==> src/rtl/conversor_bcd_serial.sv <==
// Sequential signed-binary to packed BCD converter, one shift-and-add-3 step per clock.
// Define QUEBRA_SUPRIME_ZEROS_EN to blank leading zero digits with 4'hF.
module conversor_bcd_serial #(
    parameter int LARGURA = 32,
    parameter int DIGITOS = 10
) (
    input  logic                 clock,
    input  logic                 reset,
    input  logic [LARGURA-1:0]   entrada,
    input  logic                 inicio,
    output logic                 ocupado,
    output logic                 pronto,
    output logic                 negativo,
    output logic                 estouro,
    output logic [4*DIGITOS-1:0] bcd
);
    localparam int CW = $clog2(LARGURA + 1);
    localparam int BW = 4 * DIGITOS;

    typedef enum logic {OCIOSO, CONVERTE} estado_t;

    estado_t            estado_q, estado_d;
    logic [LARGURA-1:0] mag_q, mag_d;
    logic [BW-1:0]      desloc_q, desloc_d;
    logic [CW-1:0]      cont_q, cont_d;
    logic               sinal_q, sinal_d;
    logic               ovf_q, ovf_d;
    logic               ocupado_q, ocupado_d;
    logic               pronto_q, pronto_d;
    logic               negativo_q, negativo_d;
    logic               estouro_q, estouro_d;
    logic [BW-1:0]      bcd_q, bcd_d;

    logic [BW-1:0]      corrigido;
    logic [BW-1:0]      passo;
    logic [BW-1:0]      final_bcd;
    logic               carry;
    logic               ultimo;

    // One double-dabble step: correct digits >= 5, then shift in the next magnitude bit.
    always_comb begin
        corrigido = desloc_q;
        for (int i = 0; i < DIGITOS; i++) begin
            if (desloc_q[4*i +: 4] >= 4'd5) begin
                corrigido[4*i +: 4] = desloc_q[4*i +: 4] + 4'd3;
            end
        end
        passo  = {corrigido[BW-2:0], mag_q[LARGURA-1]};
        carry  = corrigido[BW-1];
        ultimo = (cont_q == CW'(LARGURA - 1));
    end

`ifdef QUEBRA_SUPRIME_ZEROS_EN
    logic visto;

    // Digits above the most significant non-zero digit become blank; units always shown.
    always_comb begin
        final_bcd = passo;
        visto     = 1'b0;
        for (int i = DIGITOS - 1; i > 0; i--) begin
            if (passo[4*i +: 4] != 4'd0) begin
                visto = 1'b1;
            end
            if (!visto) begin
                final_bcd[4*i +: 4] = 4'hF;
            end
        end
    end
`else
    always_comb begin
        final_bcd = passo;
    end
`endif

    always_comb begin
        estado_d   = estado_q;
        mag_d      = mag_q;
        desloc_d   = desloc_q;
        cont_d     = cont_q;
        sinal_d    = sinal_q;
        ovf_d      = ovf_q;
        ocupado_d  = ocupado_q;
        pronto_d   = 1'b0;
        negativo_d = negativo_q;
        estouro_d  = estouro_q;
        bcd_d      = bcd_q;
        if (estado_q == OCIOSO) begin
            if (inicio) begin
                // The most negative value negates to itself, which is the correct unsigned magnitude.
                mag_d     = entrada[LARGURA-1] ? (~entrada) + LARGURA'(1) : entrada;
                sinal_d   = entrada[LARGURA-1];
                desloc_d  = '0;
                cont_d    = '0;
                ovf_d     = 1'b0;
                ocupado_d = 1'b1;
                estado_d  = CONVERTE;
            end
        end else begin
            mag_d    = {mag_q[LARGURA-2:0], 1'b0};
            desloc_d = passo;
            ovf_d    = ovf_q | carry;
            cont_d   = cont_q + CW'(1);
            if (ultimo) begin
                bcd_d      = final_bcd;
                negativo_d = sinal_q;
                estouro_d  = ovf_q | carry;
                pronto_d   = 1'b1;
                ocupado_d  = 1'b0;
                estado_d   = OCIOSO;
            end
        end
    end

    always_ff @(posedge clock) begin
        if (reset) begin
            estado_q   <= OCIOSO;
            mag_q      <= '0;
            desloc_q   <= '0;
            cont_q     <= '0;
            sinal_q    <= 1'b0;
            ovf_q      <= 1'b0;
            ocupado_q  <= 1'b0;
            pronto_q   <= 1'b0;
            negativo_q <= 1'b0;
            estouro_q  <= 1'b0;
            bcd_q      <= '0;
        end else begin
            estado_q   <= estado_d;
            mag_q      <= mag_d;
            desloc_q   <= desloc_d;
            cont_q     <= cont_d;
            sinal_q    <= sinal_d;
            ovf_q      <= ovf_d;
            ocupado_q  <= ocupado_d;
            pronto_q   <= pronto_d;
            negativo_q <= negativo_d;
            estouro_q  <= estouro_d;
            bcd_q      <= bcd_d;
        end
    end

    assign ocupado  = ocupado_q;
    assign pronto   = pronto_q;
    assign negativo = negativo_q;
    assign estouro  = estouro_q;
    assign bcd      = bcd_q;

endmodule

==> config.mk <==
export PLATFORM = sky130hd
export DESIGN_NAME = conversor_bcd_serial
export DESIGN_NICKNAME = d
export VERILOG_FILES = /design/src/rtl/conversor_bcd_serial.sv
export SDC_FILE = /design/constraint.sdc
export NUM_CORES = 1
export LEC_CHECK = 0
export CAP_MARGIN = 20
export CORE_MARGIN = 8
export CORE_UTILIZATION = 60
export CTS_CLUSTER_SIZE = 25
export DETAILED_ROUTE_END_ITERATION = 10
export HOLD_SLACK_MARGIN = 0.02
export PLACE_DENSITY = 0.85
export SLEW_MARGIN = 20
export SYNTH_ARGS = -nofsm -noshare
export SYNTH_HDL_FRONTEND = slang
export SYNTH_SLANG_ARGS = --single-unit
==> constraint.sdc <==
create_clock -name clock -period 4.81 [get_ports clock]
set_input_delay 0.481 -clock clock [delete_from_list [all_inputs] [get_ports clock]]
set_output_delay 0.481 -clock clock [all_outputs]
set_load 0.05 [all_outputs]
==> reports/summary.txt, run 1 <==
Status -> finished clean
CTS H-tree depth -> 4
Slew HR -> 34.9%
Non-filler cells, final -> 1019
Detailed placement HPWL -> 10600 um
Synth warnings -> 0
Pwr Total -> 2550 uW
Clock Path Buffers -> 2
Syn_area_per_cell -> 7.76 um^2
Cts bufs inserted -> 17
Post-synth top area share -> 39.2%
Unrepaired setup endpoints after global routing -> false
Die area -> 14200 um^2
Routed wire length -> 16600 um
Critical-path maximum fanout -> 10
Max Clk Rate -> 0.353 GHz
CTS resizes -> 0
Largest net degree at the start of global routing -> 66
Pwr/cell area -> 328 nW/um^2
Vias/cell -> 5.99
Antenna viol nets, final -> 0
Synth async-reset ratio -> 0%
CTS tree -> built
Primary FF master, synth -> dfxtp_1
Total global-route track usage -> 23.4%
Global-route wire length before repair -> 27900 um
Sequential share of the synthesized area -> 39.2%
Std cell rows -> 37
Syn Std Cell Area -> 6390 um^2
Crit path arrival time -> 3230 ps
Syn_nets -> 880
Grt ovf -> 0
Final Hold Viols -> 0
Slew @ Worst Pin -> 973 ps
Crit-path max cell delay -> 510 ps
DIE WIDTH -> 119 um
Nets -> 928
Hold Path Class -> flip-flop to flip-flop
Top-count cell post-synth -> dfxtp_1
Clk sinks -> 125
Antenna violations before repair -> 0
CTS root buf -> clkbuf_8
Number of post-CTS setup repair buffers -> 0
Setup TNS -> 0 ps
Max-slew violations -> 0
Post-route minimum period -> 2830 ps
Post-synthesis cell count -> 823
DR vias -> 6100
Static leakage -> 0.00286 uW
Placed cells -> 988
Placeable Area -> 10300 um^2
Layout area overhead -> 21.8%
Critical path class -> input port to flip-flop
Final setup vio count -> 0
VDD IR max -> 219 uV
CTS Hold Buffers Added -> 0
CTS clk-pin slew, worst paths -> 60 ps
Worst skew pair latency -> 530 ps
Startpoint types -> input port
EDFF count, synth -> 0
Initial Util -> 61.9%
First-pass iteration count of the detailed router -> 6
DRC viols -> 0
Placer Congestion -> 0.911
Die height -> 119 um
Yosys reg bits -> 125
Most area-consuming cells after synthesis -> dfxtp_1, a21oi_1, nand2_1
DR WL/cell -> 16.3 um
Layout cell share with drive strength beyond 1 -> 6.00%
Initial DRC count -> 613
Port Buffers -> 78
Vias in the first global route -> 6031
CP endpoint kind -> flip-flop
Slowest CP cell -> or3b_2
Commonest cells post-synth -> dfxtp_1, a21oi_1, nand2_1
Worst path required time -> 5210 ps
Max Cap Violations -> 0
Synth area leader -> dfxtp_1
Post-route clock skew -> 7.26 ps
Crit share post-route -> 58.9%
# fillers -> 714
Yosys cell types -> 45
Diodes inserted -> 0
Critical path cell sequence -> clkdlybuf4s50_1 -> inv_1 -> ha_1 -> or3b_2 -> nand3b_1 -> o41ai_1 -> xor2_1 -> a2111oi_0
IO Pins -> 79
## where the power goes
group	switching, uW	internal [uW]
registers	21.5	1060
logic	113	73.8
clock network	442	838
## layout make-up
class | instances | area (um^2) | share of cell area [%]
multi-input cells | 615 | 3570 | 45.9
flip-flops and latches | 125 | 2510 | 32.2
repair buffers | 85 | 821 | 10.6
clock buffers | 28 | 567 | 7.29
well taps | 136 | 170 | 2.19
inverters | 27 | 101 | 1.30
clock inverters | 3 | 42.5 | 0.547
## logic make-up after synthesis
logic type	after synthesis	share of synthesized area (%)
and+or+nand+nor	335	24.5
DFF	125	39.2
adders and majority gates	22	4.31
AOI/OAI and AO/OA	205	19.5
buffers and inverters	83	5.00
muxes	15	2.37
xor gates and xnor gates	38	5.21
## stage by stage
step                worst slack, ps  area, um^2  util, %  hold slack (ps)
global placement               1680        7180     69.5              440
finish                         1980        7780     75.4              452
CTS                            2020        7780     75.4              448
floorplan                      2390        6390        -              432
detailed placement             1480        7180     69.5              446
global route                   1840        7780     75.4              473
## critical path, delay by kind of cell
kind | cells | cell delay (ps)
and+or+nand+nor | 2 | 960
adders and majority gates | 1 | 160
buffers and inverters | 2 | 540
AOI/OAI and AO/OA | 2 | 960
xor gates and xnor gates | 1 | 120
## flip-flops by register name, indices dropped and copies added, names as in the netlist
register	count
estado_q	1
ovf_q	1
bcd	40
cont_q	6
desloc_q	40
pronto	1
negativo	1
estouro	1
sinal_q	1
mag_q	32
ocupado	1
## cell usage in the layout, fill, tap and decap left out, types with 18 or more instances in the layout
| master | n |
|---|---|
| dfxtp_1 | 124 |
| a21oi_1 | 103 |
| nand2_1 | 95 |
| nor2_1 | 93 |
| clkdlybuf4s50_1 | 75 |
| nor3_1 | 53 |
| o21ai_0 | 35 |
| inv_1 | 27 |
| and3_1 | 27 |
| nand2b_1 | 25 |
| xor2_1 | 25 |
| ha_1 | 22 |
| nand3_1 | 18 |
## routing by layer
| layer | up-vias | wire length (um) | GRT usage [%] | share of wire, % |
|---|---|---|---|---|
| met5 | - | 0 | 0 | 0 |
| met4 | 0 | 325 | 10.6 | 2.0 |
| met3 | 35 | 1080 | 6.71 | 6.5 |
| met2 | 221 | 8440 | 40.7 | 51 |
| met1 | 2875 | 6750 | 25.9 | 41 |
| li1 | 2969 | - | - | - |
## worst paths after layout
| check | end | slack [ps] | cells past startpoint | from |
|---|---|---|---|---|
| worst max-delay path | mag_q[16] | 1980 | 8 | entrada[1] |
| worst min-delay path | bcd[34] | 450 | 2 | bcd[34] |
| worst max register to register | mag_q[7] | 2220 | 4 | estado_q |
| worst min register to register | bcd[34] | 450 | 2 | bcd[34] |
(Power assumes the default switching activity.)
==> run 2: changes to the inputs <==
Settings changed: CORE_UTILIZATION 60 to 51, PLACE_DENSITY 0.85 to 0.77.
Clock period 4.81 ns to 2.6 ns, I/O delays scaled along.
==> run 2 against run 1 <==
Net effect: combinational power increased by 94%; sequential power increased by 84%; flip-flop and latch count unchanged; worst setup slack got worse by 1700 ps; wire length decreased by 6.1%; clock power increased by 100%; largest cell class unchanged.
==> reports/summary.txt, run 2 (synthesis gave the netlist of run 1 again) <==
Status -> finished clean
Crit share post-route -> 90.9%
Unrepaired setup endpoints after global routing -> false
R2R depth -> 5
Number of post-CTS setup repair buffers -> 0
Post-route clock skew -> 6.52 ps
Die height -> 128 um
Hold Path Class -> input port to flip-flop
CTS clk-pin slew, worst paths -> 50 ps
Post-route minimum period -> 2360 ps
Total net switching power -> 1130 uW
Placer Congestion -> 0.818
Most common cell after layout, fill and taps aside -> dfxtp_1
Core Util, Final -> 64.6%
Static leakage -> 0.00296 uW
Antenna violations before repair -> 0
Crit path arrival time -> 2650 ps
Placeable Area -> 12400 um^2
Area occupied by multi-input gates -> 3570 um^2
Reg2reg setup slack -> 660 ps
IO Pins -> 79
Detailed placement HPWL -> 10200 um
Logic pwr share -> 7.3%
CTS resizes -> 0
Sequential share of power -> 40.2%
Total global-route track usage -> 19.4%
Global-route wire length before repair -> 26100 um
Max Clk Rate -> 0.423 GHz
Pint -> 3840 uW
Clock Path Buffers -> 2
Cts bufs inserted -> 17
Layout area overhead -> 25.7%
DRC viols -> 0
Nets -> 944
Die area -> 16400 um^2
Dpl cell area -> 7370 um^2
Pwr/cell area -> 619 nW/um^2
CP endpoint kind -> flip-flop
Worst path required time -> 2880 ps
Switch share -> 22.7%
R2R Path Start -> estado_q
CTS H-tree depth -> 4
Final instance area -> 8030 um^2
Vias/cell -> 5.57
Max Cap Violations -> 0
Initial Util -> 51.4%
Layout cell share with drive strength beyond 1 -> 7.67%
Final setup vio count -> 0
Critical Path End -> mag_q[16]
Slew @ Worst Pin -> 1080 ps
Antenna viol nets, final -> 0
Register area -> 2510 um^2
Clk sinks -> 125
Startpoint types -> input port
Largest net degree at the start of global routing -> 54
VDD IR max -> 477 uV
CTS Hold Buffers Added -> 0
Routed wire length -> 15600 um
Grt ovf -> 0
Critical path class -> input port to flip-flop
Vias in the first global route -> 5591
DR vias -> 5966
First-pass iteration count of the detailed router -> 7
Port Buffers -> 78
Max-slew violations -> 0
Clock network fraction of design power -> 52.5%
R2r endpoint -> desloc_q[22]
DIE WIDTH -> 128 um
CTS tree -> built
Most frequent cells in the layout -> dfxtp_1, a21oi_1, nand2_1
Final Hold Viols -> 0
Initial DRC count -> 507
# fillers -> 1081
Critical-path maximum fanout -> 3
Slew HR -> 27.9%
CTS root buf -> clkbuf_16
Std cell rows -> 41
CP Launch Point -> entrada[0]
Worst skew pair latency -> 420 ps
Diodes inserted -> 0
DR WL/cell -> 14.5 um
## run 2: worst min path at each step
| stage | startpoint | end | slack (ps) | cells after the start |
|---|---|---|---|---|
| after floorplan | entrada[30] | mag_q[30] | 430 | 2 |
| after global placement | mag_q[4] | mag_q[5] | 440 | 2 |
| after CTS | reset | mag_q[1] | 280 | 2 |
| after global routing | reset | mag_q[1] | 290 | 2 |
| final | reset | mag_q[1] | 290 | 2 |
| after detailed placement | mag_q[5] | mag_q[6] | 440 | 2 |
## run 2: power groups by stage
stage | Clock, uW | Combinational, uW | Sequential [uW]
after CTS | 2630 | 360 | 1990
after global routing | 2730 | 396 | 2000
after detailed placement | 0 | 358 | 2030
after floorplan | 0 | 228 | 2020
final | 2610 | 362 | 1990
after global placement | 0 | 353 | 2030
## run 2: per-layer routing
| metal | up-vias | wire [um] | track usage, % |
|---|---|---|---|
| li1 | 3012 | - | - |
| met1 | 2735 | 7160 | 24.8 |
| met2 | 194 | 7210 | 31.5 |
| met3 | 25 | 969 | 4.37 |
| met4 | 0 | 233 | 6.71 |
| met5 | - | 0 | 0 |
## run 2: critical path, cell delays in order
cell and delay, ps:
clkdlybuf4s50_1 420, buf_4 140, inv_1 50, ha_1 160, or3b_2 460, nand3b_1 200
o41ai_1 380, xor2_1 140, a2111oi_0 440
## run 2: final cells by class
cell class                      instances  share of cell area, %
Timing Repair Buffer                  101                   12.2
Clock inverter                         14                   2.68
Tap cell                              172                   2.68
Inverter                               27                   1.26
Sequential cell                       125                   31.2
Clock buffer                           18                   5.47
Multi-Input combinational cell        615                   44.5
## run 2: through the flow
step | total power, uW | setup WS (ps) | hold slack (ps) | cells | setup TNS, ps
after CTS | 4980 | 207 | 275 | 1072 | 0
final | 4970 | 237 | 291 | 1072 | 0
after global placement | 2390 | -91.3 | 442 | 1040 | -492
after detailed placement | 2390 | -156 | 444 | 1040 | -975
after global routing | 5120 | 88.6 | 289 | 1072 | 0
after floorplan | 2250 | 399 | 431 | 823 | 0
==> run 3: changes to the inputs <==
Settings changed: TNS_END_PERCENT set to 1.
==> results of run 3 <==
Same layout as run 2: the final DEF is identical, and so are final timing and power.
